==> src/rtl/rmii_tx_serializer.sv <==
// rmii_tx_serializer
//   MII-to-RMII transmit stage. It generates the MII TX clock from the 50 MHz
//   RMII reference clock, captures one MII nibble per MII clock period and
//   shifts it out as two RMII dibits (low dibit first). Frame and error
//   bookkeeping is exposed for software through the status path.
//
// Ports
//   ref_clk      50 MHz RMII reference clock (sole clock)
//   rst          synchronous active-high reset
//   speed_100    1 = 100 Mb/s, 0 = 10 Mb/s; only taken between frames
//   mii_tx_clk   generated MII TX clock (registered square wave)
//   mii_txd      MAC transmit nibble
//   mii_tx_en    MAC transmit enable
//   mii_tx_er    MAC transmit error
//   rmii_txd     RMII transmit dibit (registered)
//   rmii_tx_en   RMII transmit enable (registered)
//   stat_clr     clears frame_cnt and the sticky error flags (wins over updates)
//   frame_cnt    number of started frames, wraps
//   err_txer     sticky: tx_er seen together with tx_en
//   err_odd      sticky: a frame ended after an odd number of nibbles
module rmii_tx_serializer #(
  parameter int DIV10 = 10,
  parameter int CNT_W = 16
) (
  input  logic             ref_clk,
  input  logic             rst,
  input  logic             speed_100,
  output logic             mii_tx_clk,
  input  logic [3:0]       mii_txd,
  input  logic             mii_tx_en,
  input  logic             mii_tx_er,
  output logic [1:0]       rmii_txd,
  output logic             rmii_tx_en,
  input  logic             stat_clr,
  output logic [CNT_W-1:0] frame_cnt,
  output logic             err_txer,
  output logic             err_odd
);

  localparam int DW = (DIV10 > 2) ? $clog2(DIV10) : 1;

  logic [DW-1:0]    r_div;
  logic             r_ph;
  logic             r_spd;
  logic [3:0]       r_nib;
  logic             r_en_q;
  logic             r_er_q;
  logic             r_par;
  logic [1:0]       r_txd;
  logic             r_txen;
  logic [CNT_W-1:0] r_cnt;
  logic             r_err_txer;
  logic             r_err_odd;

  logic [DW-1:0]    w_dmax;
  logic             w_wrap;
  logic             w_cap;
  logic             w_out;
  logic             w_start;
  logic             w_end;
  logic [3:0]       w_nib;

  // Wrap uses >= so a speed switch taken mid-count (10M -> 100M) still
  // returns the divider to zero on the next edge instead of running away.
  assign w_dmax  = r_spd ? '0 : DW'(DIV10 - 1);
  assign w_wrap  = (r_div >= w_dmax);
  assign w_cap   = (r_div == '0) && !r_ph;
  // Output dibits change on every divider zero: phase 1 emits the low dibit
  // of the freshly captured nibble, phase 0 the high dibit.
  assign w_out   = (r_div == '0);
  assign w_start = w_cap &&  mii_tx_en && !r_en_q;
  assign w_end   = w_cap && !mii_tx_en &&  r_en_q;
  // An errored nibble is replaced by a 0101 pattern on the wire.
  assign w_nib   = r_er_q ? 4'b0101 : r_nib;

  always_ff @(posedge ref_clk) begin
    if (rst) begin
      r_div      <= '0;
      r_ph       <= 1'b0;
      r_spd      <= 1'b1;
      r_nib      <= '0;
      r_en_q     <= 1'b0;
      r_er_q     <= 1'b0;
      r_par      <= 1'b0;
      r_txd      <= 2'b00;
      r_txen     <= 1'b0;
      r_cnt      <= '0;
      r_err_txer <= 1'b0;
      r_err_odd  <= 1'b0;
    end else begin
      r_div <= w_wrap ? '0 : r_div + 1'b1;
      if (w_wrap) r_ph <= ~r_ph;

      if (w_cap) begin
        r_nib  <= mii_txd;
        r_en_q <= mii_tx_en;
        r_er_q <= mii_tx_en && mii_tx_er;
        // Speed only changes with two idle nibbles in a row, so a frame
        // never straddles a rate change.
        if (!mii_tx_en && !r_en_q) r_spd <= speed_100;
        if (mii_tx_en) r_par <= w_start ? 1'b1 : ~r_par;
      end

      if (w_out) begin
        r_txd  <= r_en_q ? (r_ph ? w_nib[1:0] : w_nib[3:2]) : 2'b00;
        r_txen <= r_en_q;
      end

      if (stat_clr) begin
        r_cnt      <= '0;
        r_err_txer <= 1'b0;
        r_err_odd  <= 1'b0;
      end else begin
        if (w_start) r_cnt <= r_cnt + 1'b1;
        if (w_cap && mii_tx_en && mii_tx_er) r_err_txer <= 1'b1;
        if (w_end && r_par) r_err_odd <= 1'b1;
      end
    end
  end

  assign mii_tx_clk = r_ph;
  assign rmii_txd   = r_txd;
  assign rmii_tx_en = r_txen;
  assign frame_cnt  = r_cnt;
  assign err_txer   = r_err_txer;
  assign err_odd    = r_err_odd;

endmodule
==> config.mk <==
export PLATFORM = sky130hd
export DESIGN_NAME = rmii_tx_serializer
export DESIGN_NICKNAME = d
export VERILOG_FILES = /design/src/rtl/rmii_tx_serializer.sv
export SDC_FILE = /design/constraint.sdc
export NUM_CORES = 1
export LEC_CHECK = 0
export BUFFER_PORTS_ARGS = -buffer_cell sky130_fd_sc_hd__buf_2
export CAP_MARGIN = 20
export CORE_AREA = 10 10 90 92
export DETAILED_ROUTE_END_ITERATION = 8
export DIE_AREA = 0 0 100 102
export HOLD_SLACK_MARGIN = 0.12
export PLACE_DENSITY = 0.53
export SLEW_MARGIN = 20
export SYNTH_ARGS = -nofsm -noshare
export SYNTH_HDL_FRONTEND = slang
export SYNTH_SLANG_ARGS = --single-unit
==> constraint.sdc <==
create_clock -name ref_clk -period 2.6 [get_ports ref_clk]
set_clock_uncertainty 0.1 [all_clocks]
set_input_delay 0.39 -clock ref_clk [delete_from_list [all_inputs] [get_ports ref_clk]]
set_output_delay 0.39 -clock ref_clk [all_outputs]
set_load 0.01 [all_outputs]
; Word-level counts from Yosys, hierarchy flattened
; Cells that the tools add are included.
[word_totals]
reg_bits = 34
in_bits = 10
rom_bits = 0
output_inout_bits = 22
latch_bits = 0
n_memories = 0
ram_bits = 0
[op_classes]
n_addsub = 2
shifts = 0
n_reduce_logical = 17
mux = 5
n_eq_ne = 0
bitwise_logic = 2
div_mod_pow = 0
n_lt_le_gt_ge = 1
n_mul = 0
[op_table]
columns = operator, n
row1 = $add 16x1->16 const B, 1
row2 = $logic_and 1x1->1, 9
row3 = $mux 4, 2
row4 = $add 4x1->4 const B, 1
row5 = $ge 4x4->1, 1
row6 = $logic_not 4->1, 1
row7 = $mux 2, 2
row8 = $reduce_and 2->1, 2
row9 = $reduce_or 2->1, 2
row10 = $logic_not 1->1, 3
row11 = $not 1->1, 2
row12 = $mux 1, 1

; Depth between registers and ports, before layout
; Gate-level depths: netlist (run 1).
[logic_depth]
word_depth = 5
ltp_mapped = 7

; Worst setup path before layout (run 1)
; No wires, ideal clock.
[synth_timing]
path_kind = register -> register
startpoint = register r_div[0]
endpoint = register r_ph, in the netlist mii_tx_clk
path_stages_with_launch = 7
required_ns = 2.372
arrival_ns = 1.677
slack_ns = 0.695
setup_ns = 0.128
path_cell_list = dfxtp_1 -> inv_1 -> ha_1 -> or4b_2 -> a21oi_1 -> xor2_1 -> nor2_1
[synth_via]
elab_chain_len = 1
[synth_rtl]
columns = element, line_no
row1 = "start, declared", 42  ; logic [DW-1:0] r_div;
row2 = "start signal, assigned", 91  ; r_div <= w_wrap ? '0 : r_div + 1'b1;
row3 = $ge 4x4->1, 66  ; assign w_wrap = (r_div >= w_dmax);
row4 = "end signal, assigned", 92  ; if (w_wrap) r_ph <= ~r_ph;
row5 = "end, declared", 43  ; logic r_ph;
; Every way passes these cells.
; A chain may end at the register's enable or synchronous reset.

; Worst setup path after layout (run 1)
[layout_timing]
startpoint = register r_div[0]
endpoint = register r_cnt[15], in the netlist frame_cnt[15]
[layout_via]
elab_chain_len = 4
[layout_rtl]
columns = element, line_no
row1 = $logic_not 4->1, 67  ; assign w_cap = (r_div == '0) && !r_ph;
row2 = $logic_and 1x1->1, 67
row3 = $logic_and 1x1->1 (2 in a row), 71  ; assign w_start = w_cap && mii_tx_en && !r_en_q;
row4 = "end signal, assigned", 114  ; if (w_start) r_cnt <= r_cnt + 1'b1;
row5 = "end, declared", 51  ; logic [CNT_W-1:0] r_cnt;
; Every way passes these cells.

==> impl_metrics.toml, run 1 <==
[status]
status = "completed"

[route]
drt_first_pass_iters = 4
wire_per_inst_um = 13.24
first_iter_violations = 51
via_per_inst = 4.565
drt-total-wl_um = 3748
drc = 0
ant_nets = 0
vias = 1292

[clock_network]
clockRootBuffer = "clkbuf_8"
htree_levels = 2
clock-sinks = 34
cts_tree = "done"
clock_latency_ns = 0.29
ctsResizeCount = 0
cts_hold_buf = 0
clk_pin_slew_ns = 0.07
clockBufferDepth = 2
cts_setup_buffers = 0
cts_buffers = 5

[worst_setup_path]
path_class = "flop to flop"
crit_path_end_kind = "flop"
worst_ep_arrival_time_ns = 2.26
critPathRequiredTime_ns = 2.73
worstPathMaxFanout = 11
crit_path_start_kind = "flop"

[logic_synthesis]
yosys.cell_count.top_type = "dfxtp_1"
synth-seq-cells = 34
synth_cells = 175
synth_seq_area_share = 0.4401
synth_fp_nets = 190
synth_edf_count = 0
netlist_area_mm2 = 0.001546
ys.flop_type = "dfxtp_1"
avgSynthCellArea_um2 = 8.837
synth_cell_type_count = 36
ys_warn_count = 0
async_flop_share = 0
netlist_top_cells_count = "dfxtp_1, nand2_1, a21oi_1"
netlist_top_cells_area = "dfxtp_1, a21oi_1, nand2_1"
synth_top_cell_area_share = 0.4401
yosysTopAreaCell = "dfxtp_1"

[final_layout]
antenna_cells = 0
drive_gt1_frac = 0.2476
n_fill_cell = 688
post-route-util = 0.2944
fin_area_mm2 = 0.001848
syn_to_final_growth_pct = 19.50
nets = 220

[place]
hpwl_um = 2809
io_buffers = 31
gp_congestion = 0.7566
placed_area_mm2 = 0.001757

[floorplan]
start_util = 0.2464
dieArea_mm2 = 0.01020
io_pins = 32
num_rows = 29
core-area_mm2 = 0.006277
die_w_um = 100
die_h_um = 102

[timing]
hold_viol = 0
final_max_slew_viol_count = 0
rsz0062_at_grt = "no"
final-setup-viol-count = 0
setup_tns_ns = 0
min_period_ns = 2.137
tightest_slew_ns = 0.4990
relSlewSlack = 0.6661
timing.hold.ws_ns = 0.2300
timing.fmax_ghz = 0.4680
finalCritPeriodShare = 0.8219

[power]
sw_frac_of_total = 0.2601
p_leak_nw = 0.7346
vdd_drop_max_mv = 0.2799
p_switching_mw = 0.2843
intPower_mw = 0.8087
clkPwrFrac = 0.374
power_density_mw_per_mm2 = 591.5
p_seq_frac = 0.516
comb_power_share = 0.109

[flow_run]
max-cap-violations = 0

[global_route]
grt.busiest_layer = "met2"
grt_pass1_wl_um = 6382
antenna_found_initial = 0
use_met1 = 0.09269
grt_util_met2 = 0.1205
overflow = 0
grt_max_degree = 17
grt.met3_usage = 0.02969
grtUsageTotal = 0.07788
grt_pass1_vias = 1287

[hold_path]
hp-class = "primary input to flop"
-- placed cells by master, fill, tap and decap left out, drive strengths merged, types with 2 or more instances in the layout --
| cell type | instances |
|---|---|
| nor4b | 2 |
| nand2 | 24 |
| o31ai | 5 |
| o21ai | 3 |
| or3 | 2 |
| nor3 | 3 |
| nand4b | 2 |
| or4 | 8 |
| xor2 | 7 |
| nor2 | 13 |
| nand3 | 8 |
| dfxtp | 34 |
| or2 | 2 |
| ha | 5 |
| inv | 7 |
| or4b | 2 |
| buf | 33 |
| clkbuf | 7 |
| a21oi | 20 |
| o211ai | 4 |
| nand4 | 4 |
-- state kept, by name (all words and copies together) (netlist names) --
register	flops
r_par	1
r_div	4
r_er_q	1
rmii_tx_en	1
r_spd	1
err_odd	1
r_nib	4
frame_cnt	16
mii_tx_clk	1
r_en_q	1
err_txer	1
rmii_txd	2
-- metal layers --
layer	share of wire	vias to the layer above	wire, um
met5	0	-	0
met4	0.013	0	49
met3	0.045	5	170
met2	0.47	23	1746
met1	0.48	588	1782
li1	-	676	-
-- critical path: stages (launching register included) --
cell and delay [ns]:
dfxtp_1 0.34, inv_1 0.08, ha_1 0.20, nor3b_4 0.33, nand4_2 0.30, or4_1 0.57, a21oi_1 0.14
-- through the flow --
step | power (mW) | std cells | setup slack, ns
floorplan | 0.6602 | 175 | 0.6952
global placement | 0.6967 | 275 | 0.5628
detailed placement | 0.6969 | 275 | 0.4895
CTS | 1.109 | 283 | 0.4674
global route | 1.148 | 283 | 0.2732
finish | 1.093 | 283 | 0.4632
-- area by class of cell --
cell class | count | area, um2 | share of cell area
timing repair buffer | 33 | 170.2 | 0.09208
inverter | 7 | 26.28 | 0.01422
multi-input combinational | 124 | 783.3 | 0.4238
clock buffer | 7 | 86.33 | 0.04672
clock inverter | 1 | 5.005 | 0.002708
tap | 77 | 96.34 | 0.05213
sequential | 34 | 680.7 | 0.3683
-- logic make-up after synthesis --
family,Yosys count,share of synthesized area
xor+xnor,8,0.04531
fa+ha+maj,5,0.04045
simple gates,76,0.2840
compound gates,33,0.1230
buf+inv,17,0.05340
flops,34,0.4401
mux,2,0.01375
-- final timing paths --
check | from | to | slack [ns] | cells after the start
hold / removal | mii_txd[0] | r_nib[0] | 0.23 | 3
setup reg to reg | r_div[0] | frame_cnt[15] | 0.46 | 6
setup / recovery | r_div[0] | frame_cnt[15] | 0.46 | 6
hold reg to reg | rmii_txd[0] | rmii_txd[0] | 0.36 | 2
-- power by group through the flow --
stage	Clock [mW]	Sequential, mW	Combinational [mW]
final	0.409	0.564	0.119
after detailed placement	0	0.577	0.120
after CTS	0.423	0.565	0.121
after global routing	0.445	0.568	0.135
after global placement	0	0.576	0.121
after floorplan	0	0.568	0.0921
(Power assumes the default switching activity.)
==> run 2, diff against run 1 <==
Settings changed: ABC_AREA set to 1, CORE_AREA 10 10 90 92 to 10 10 92 94, DIE_AREA 0 0 100 102 to 0 0 102 104, PLACE_DENSITY 0.53 to 0.54.
Clock period 2.6 ns to 1.9 ns, I/O delays scaled along.
==> run 2 against run 1 <==
Global-route usage fell by 0.21 points. Non-clock buffer count decreased by 1. Clock-buffer cell count shrank 1. Critical path depth grew 1. Hold slack got worse by 0.083 ns. Flip-flop and latch count unchanged. First-iteration DRC count fell by 41%. Combinational power rose by 110%. Sequential power up 39%. Power up 46%. Routed wire length is 1.1% higher. Design area increased by 5.2%. Largest cell class unchanged. Largest power group unchanged.
==> impl_metrics.toml, run 2 <==
[clock_network]
cts_hold_buf = 0
cts_setup_buffers = 0
clockRootBuffer = "clkbuf_8"
clock-sinks = 34
clk_pin_slew_ns = 0.08
clockBufferDepth = 2
htree_levels = 2
ctsResizeCount = 0
clock_latency_ns = 0.28
cts_tree = "done"
cts_buffers = 5

[route]
first_iter_violations = 30
drt_first_pass_iters = 4
vias = 1506
wire_per_inst_um = 10.95
drc = 0
drt-total-wl_um = 3790
ant_nets = 0
via_per_inst = 4.353

[logic_synthesis]
avgSynthCellArea_um2 = 7.028
async_flop_share = 0
synth-seq-cells = 34
netlist_area_mm2 = 0.001617
yosysTopAreaCell = "dfxtp_1"
netlist_top_cells_count = "nand2_1, nor2_1, dfxtp_1"
synth_fp_nets = 245
synth_seq_area_share = 0.4211
synth_top_cell_area_share = 0.4211
synth_edf_count = 0
netlist_top_cells_area = "dfxtp_1, nand2_1, nor2_1"
ys_warn_count = 0
synth_cell_type_count = 23
synth_cells = 230
ys.flop_type = "dfxtp_1"
yosys.cell_count.top_type = "nand2_1"

[final_layout]
nets = 280
largest_register_ffs = 16
final_common_cell = "nand2_1"
n_fill_cell = 759
ff_latch_area_um2 = 680.7
multiInputGateArea_um2 = 830.8
syn_to_final_growth_pct = 20.28
drive_gt1_frac = 0.1767
mostFrequentLayoutCells = "nand2_1, nor2_1, dfxtp_1"
antenna_cells = 0

[timing]
finalCritPeriodShare = 0.8429
relSlewSlack = 0.7698
timing.hold.ws_ns = 0.1470
timing.fmax_ghz = 0.6244
hold_viol = 0
final-setup-viol-count = 0
tightest_slew_ns = 0.3453
rsz0062_at_grt = "no"
setup_tns_ns = 0
min_period_ns = 1.602
final_max_slew_viol_count = 0

[hold_path]
min_delay_path_depth = 3
hold_start = "mii_txd[0]"
hp-class = "primary input to flop"

[global_route]
grt.busiest_layer = "met2"
grtUsageTotal = 0.07582
grt.met3_usage = 0.03322
antenna_found_initial = 0
grt_max_degree = 28
grt_pass1_wl_um = 6582
grt_pass1_vias = 1441
grt_util_met2 = 0.1210
use_met1 = 0.08672
overflow = 0

[power]
vdd_drop_max_mv = 0.4230
p_switching_mw = 0.4675
clkPwrFrac = 0.354
sw_frac_of_total = 0.2936
p_seq_frac = 0.493
power_density_mw_per_mm2 = 819.1
p_leak_nw = 0.8082
comb_power_share = 0.153
intPower_mw = 1.125
power_mw = 1.593

[worst_setup_path]
cp_slowest_cell = "dfxtp_1"
crit_path_end_kind = "flop"
r2r-start = "r_div[0]"
cp_cell_sequence = "inv_1 > ha_1 > nand4_4 > nor2_8 > nand3_1 > nand2_1 > nor2_1"
worst_ep_arrival_time_ns = 1.69
crit_start = "r_div[0]"
max_stage_delay_ns = 0.34
worstPathMaxFanout = 27
path_class = "flop to flop"
critPathRequiredTime_ns = 1.99
r2r_cells = 7
r2r_slack_ns = 0.30
crit_path_start_kind = "flop"

[place]
hpwl_um = 2950
gp_congestion = 0.7527
io_buffers = 31

[flow_run]
max-cap-violations = 0

[status]
status = "completed"

[floorplan]
io_pins = 32
core-area_mm2 = 0.006681
die_h_um = 104
num_rows = 30
start_util = 0.2419
die_w_um = 102
dieArea_mm2 = 0.01061
## run 2: kinds of logic (layout without fill, tap and decap cells)
group,count (synthesis),in the layout,synth area share
compound gates,32,32,0.1029
xor+xnor,3,3,0.01626
buf+inv,24,60,0.06501
simple gates,132,132,0.3560
fa+ha+maj,5,5,0.03870
flops,34,34,0.4211
## run 2: worst max-delay path: cells and delay by family, from the launching register on
family,cells,cell delay (ns)
adder cells (fa/ha/maj),1,0.25
buffers and inverters,1,0.08
flip-flops,1,0.34
AND/OR/NAND/NOR,5,0.74
## run 2: worst paths after layout
check | endpoint
min reg2reg | err_txer
max | frame_cnt[11]
max reg2reg | frame_cnt[11]
min | r_nib[0]
## run 2: cell type report
class / count / area share
well taps: 80 / 0.05148
flip-flops and latches: 34 / 0.3501
repair buffers: 32 / 0.08366
clock inverters: 2 / 0.006435
multi-input cells: 172 / 0.4273
inverters: 20 / 0.03861
clock buffers: 6 / 0.04247
## run 2: stage by stage
step | worst slack (ns) | util | cells | instance area (um2)
final | 0.2985 | 0.2910 | 346 | 1944
after global routing | 0.1087 | 0.2910 | 346 | 1944
after CTS | 0.3035 | 0.2910 | 346 | 1944
after detailed placement | 0.2934 | 0.2768 | 338 | 1849
after global placement | 0.3392 | 0.2768 | 338 | 1849
after floorplan | 0.4572 | - | 230 | 1617
## run 2: metal layers
layer | share of wire | up-vias
li1 | - | 801
met1 | 0.44 | 676
met2 | 0.48 | 25
met3 | 0.070 | 4
met4 | 0.011 | 0
met5 | 0 | -
## run 2: power by group through the flow
stage                     Clock, mW  Sequential, mW  Combinational (mW)
after global placement            0           0.802               0.243
final                         0.563           0.785               0.244
after CTS                     0.585           0.785               0.248
after global routing          0.611           0.792               0.287
after floorplan                   0           0.802               0.189
after detailed placement          0           0.801               0.248
==> run 3, diff against run 2 <==
Settings changed: ABC_AREA 1 to 0, CORE_AREA 10 10 92 94 to 10 10 90 92, DIE_AREA 0 0 102 104 to 0 0 100 102.
Clock period 1.9 ns to 1.3 ns, I/O delays scaled along.
==> run 3 against run 2 <==
The flow now finishes with violations (setup timing). Maximum frequency is 10% lower. Routed wire length is 31% higher. Non-clock buffer count is 65 higher. First-iteration DRC count is 80% higher. Global-route usage is 1.8 points higher. Combinational power is 110% higher. Setup slack worse by 0.79 ns. Critical path depth is 2 higher. Final cell count stayed put. Via count is 8.1% higher. Die area is 3.8% lower. Design area is 40% higher. Critical path type unchanged.
==> impl_metrics.toml, run 3 (synthesis results as in run 1) <==
[power]
power_mw = 2.396
p_leak_nw = 1.131
p_switching_mw = 0.6414
comb_power_share = 0.212
power_density_mw_per_mm2 = 883.2
sw_frac_of_total = 0.2677
clkPwrFrac = 0.324
intPower_mw = 1.754
vdd_drop_max_mv = 0.4381
p_seq_frac = 0.464

[final_layout]
largest_register_ffs = 16
drive_gt1_frac = 0.6022
fin_area_mm2 = 0.002713
syn_to_final_growth_pct = 75.40
final_common_cell = "buf_4"
mostFrequentLayoutCells = "buf_4, buf_2, dfxtp_1"
antenna_cells = 0
post-route-util = 0.4321
nets = 285

[timing]
hold_viol = 0
tightest_slew_ns = 0.3200
timing.fmax_ghz = 0.5596
relSlewSlack = 0.7806
min_period_ns = 1.787
fin_ws_ns = -0.4869
setup_tns_ns = -10.71
final-setup-viol-count = 34
finalCritPeriodShare = 1.375
final_max_slew_viol_count = 0
rsz0062_at_grt = "yes"

[floorplan]
start_util = 0.2464
die_w_um = 100
num_rows = 29
dieArea_mm2 = 0.01020
core-area_mm2 = 0.006277
io_pins = 32
die_h_um = 102

[global_route]
grt_max_degree = 16
grt_pass1_vias = 1627
antenna_found_initial = 0
overflow = 0
grt_pass1_wl_um = 7728
grtUsageTotal = 0.09365

[status]
status = "finished, violations left"
violations = "setup timing"

[worst_setup_path]
critPathRequiredTime_ns = 1.37
path_class = "flop to flop"
r2r_cells = 9
worst_ep_arrival_time_ns = 1.86
crit_path_end_kind = "flop"
crit_path_start_kind = "flop"
worstPathMaxFanout = 5

[place]
placed_area_mm2 = 0.002112
gp_congestion = 0.7342
dp_slack_ns = -0.5551
hpwl_um = 3324
io_buffers = 31

[route]
first_iter_violations = 54
wire_per_inst_um = 14.35
drt_first_pass_iters = 5
vias = 1628
via_per_inst = 4.705
drt-total-wl_um = 4964
ant_nets = 0
drc = 0

[clock_network]
cts_buffers = 5
clockRootBuffer = "clkbuf_8"
clk_pin_slew_ns = 0.06
cts_tree = "done"
clock-sinks = 34
clockBufferDepth = 2
htree_levels = 2
clock_latency_ns = 0.28

[flow_run]
max-cap-violations = 0

[hold_path]
min_delay_path_depth = 3
hp-class = "primary input to flop"
[run 3: layout make-up]
class,count,area [um2]
Timing Repair Buffer,97,715.7
Sequential cell,34,699.4
Fill cell,615,3565
Inverter,7,28.78
Multi-Input combinational cell,125,1090
Clock buffer,6,82.58
Tap cell,77,96.34
[run 3: layer usage]
metal  up-vias  wire length (um)  track usage
li1        813                 -            -
met1       764              2093       0.1064
met2        42              2385       0.1503
met3         9               403      0.04116
met4         0                83      0.04022
met5         -                 0            0
[run 3: power by group through the flow]
stage               Combinational, mW  Clock, mW  Sequential [mW]
global placement                0.341          0             1.13
finish                          0.508      0.777             1.11
CTS                             0.437      0.803             1.11
global route                    0.556      0.844             1.12
floorplan                       0.211          0             1.14
detailed placement              0.344          0             1.13
[run 3: critical path: stages, from the launching register on]
cell	delay [ns]
dfxtp_2	0.33
inv_4	0.07
ha_4	0.13
nor3b_4	0.18
buf_6	0.16
buf_4	0.12
nand4_4	0.10
buf_4	0.17
o31ai_4	0.25
a21oi_2	0.08
[run 3: timing repair]
action	4_1_cts	5_1_grt
setup endpoints to repair	34	34
buffers inserted	19	6
endpoints found under the hold margin	6	0
resized for setup	31	44
hold buffers	5	0
pin swaps	16	19
cloned	1	0
[run 3: final timing paths]
kind / end / slack (ns) / from
hold / removal: r_spd / 0.12 / speed_100
hold reg to reg: r_nib[3] / 0.36 / r_nib[3]
setup / recovery: frame_cnt[13] / -0.49 / r_div[0]
setup reg to reg: frame_cnt[13] / -0.49 / r_div[0]
[run 3: through the flow]
step / instances / hold WS (ns)
2_1_floorplan: 175 / 0.1641
3_3_place_gp: 316 / 0.3336
3_5_place_dp: 316 / 0.3379
4_1_cts: 341 / 0.1256
5_1_grt: 346 / 0.1213
6_report: 346 / 0.1199
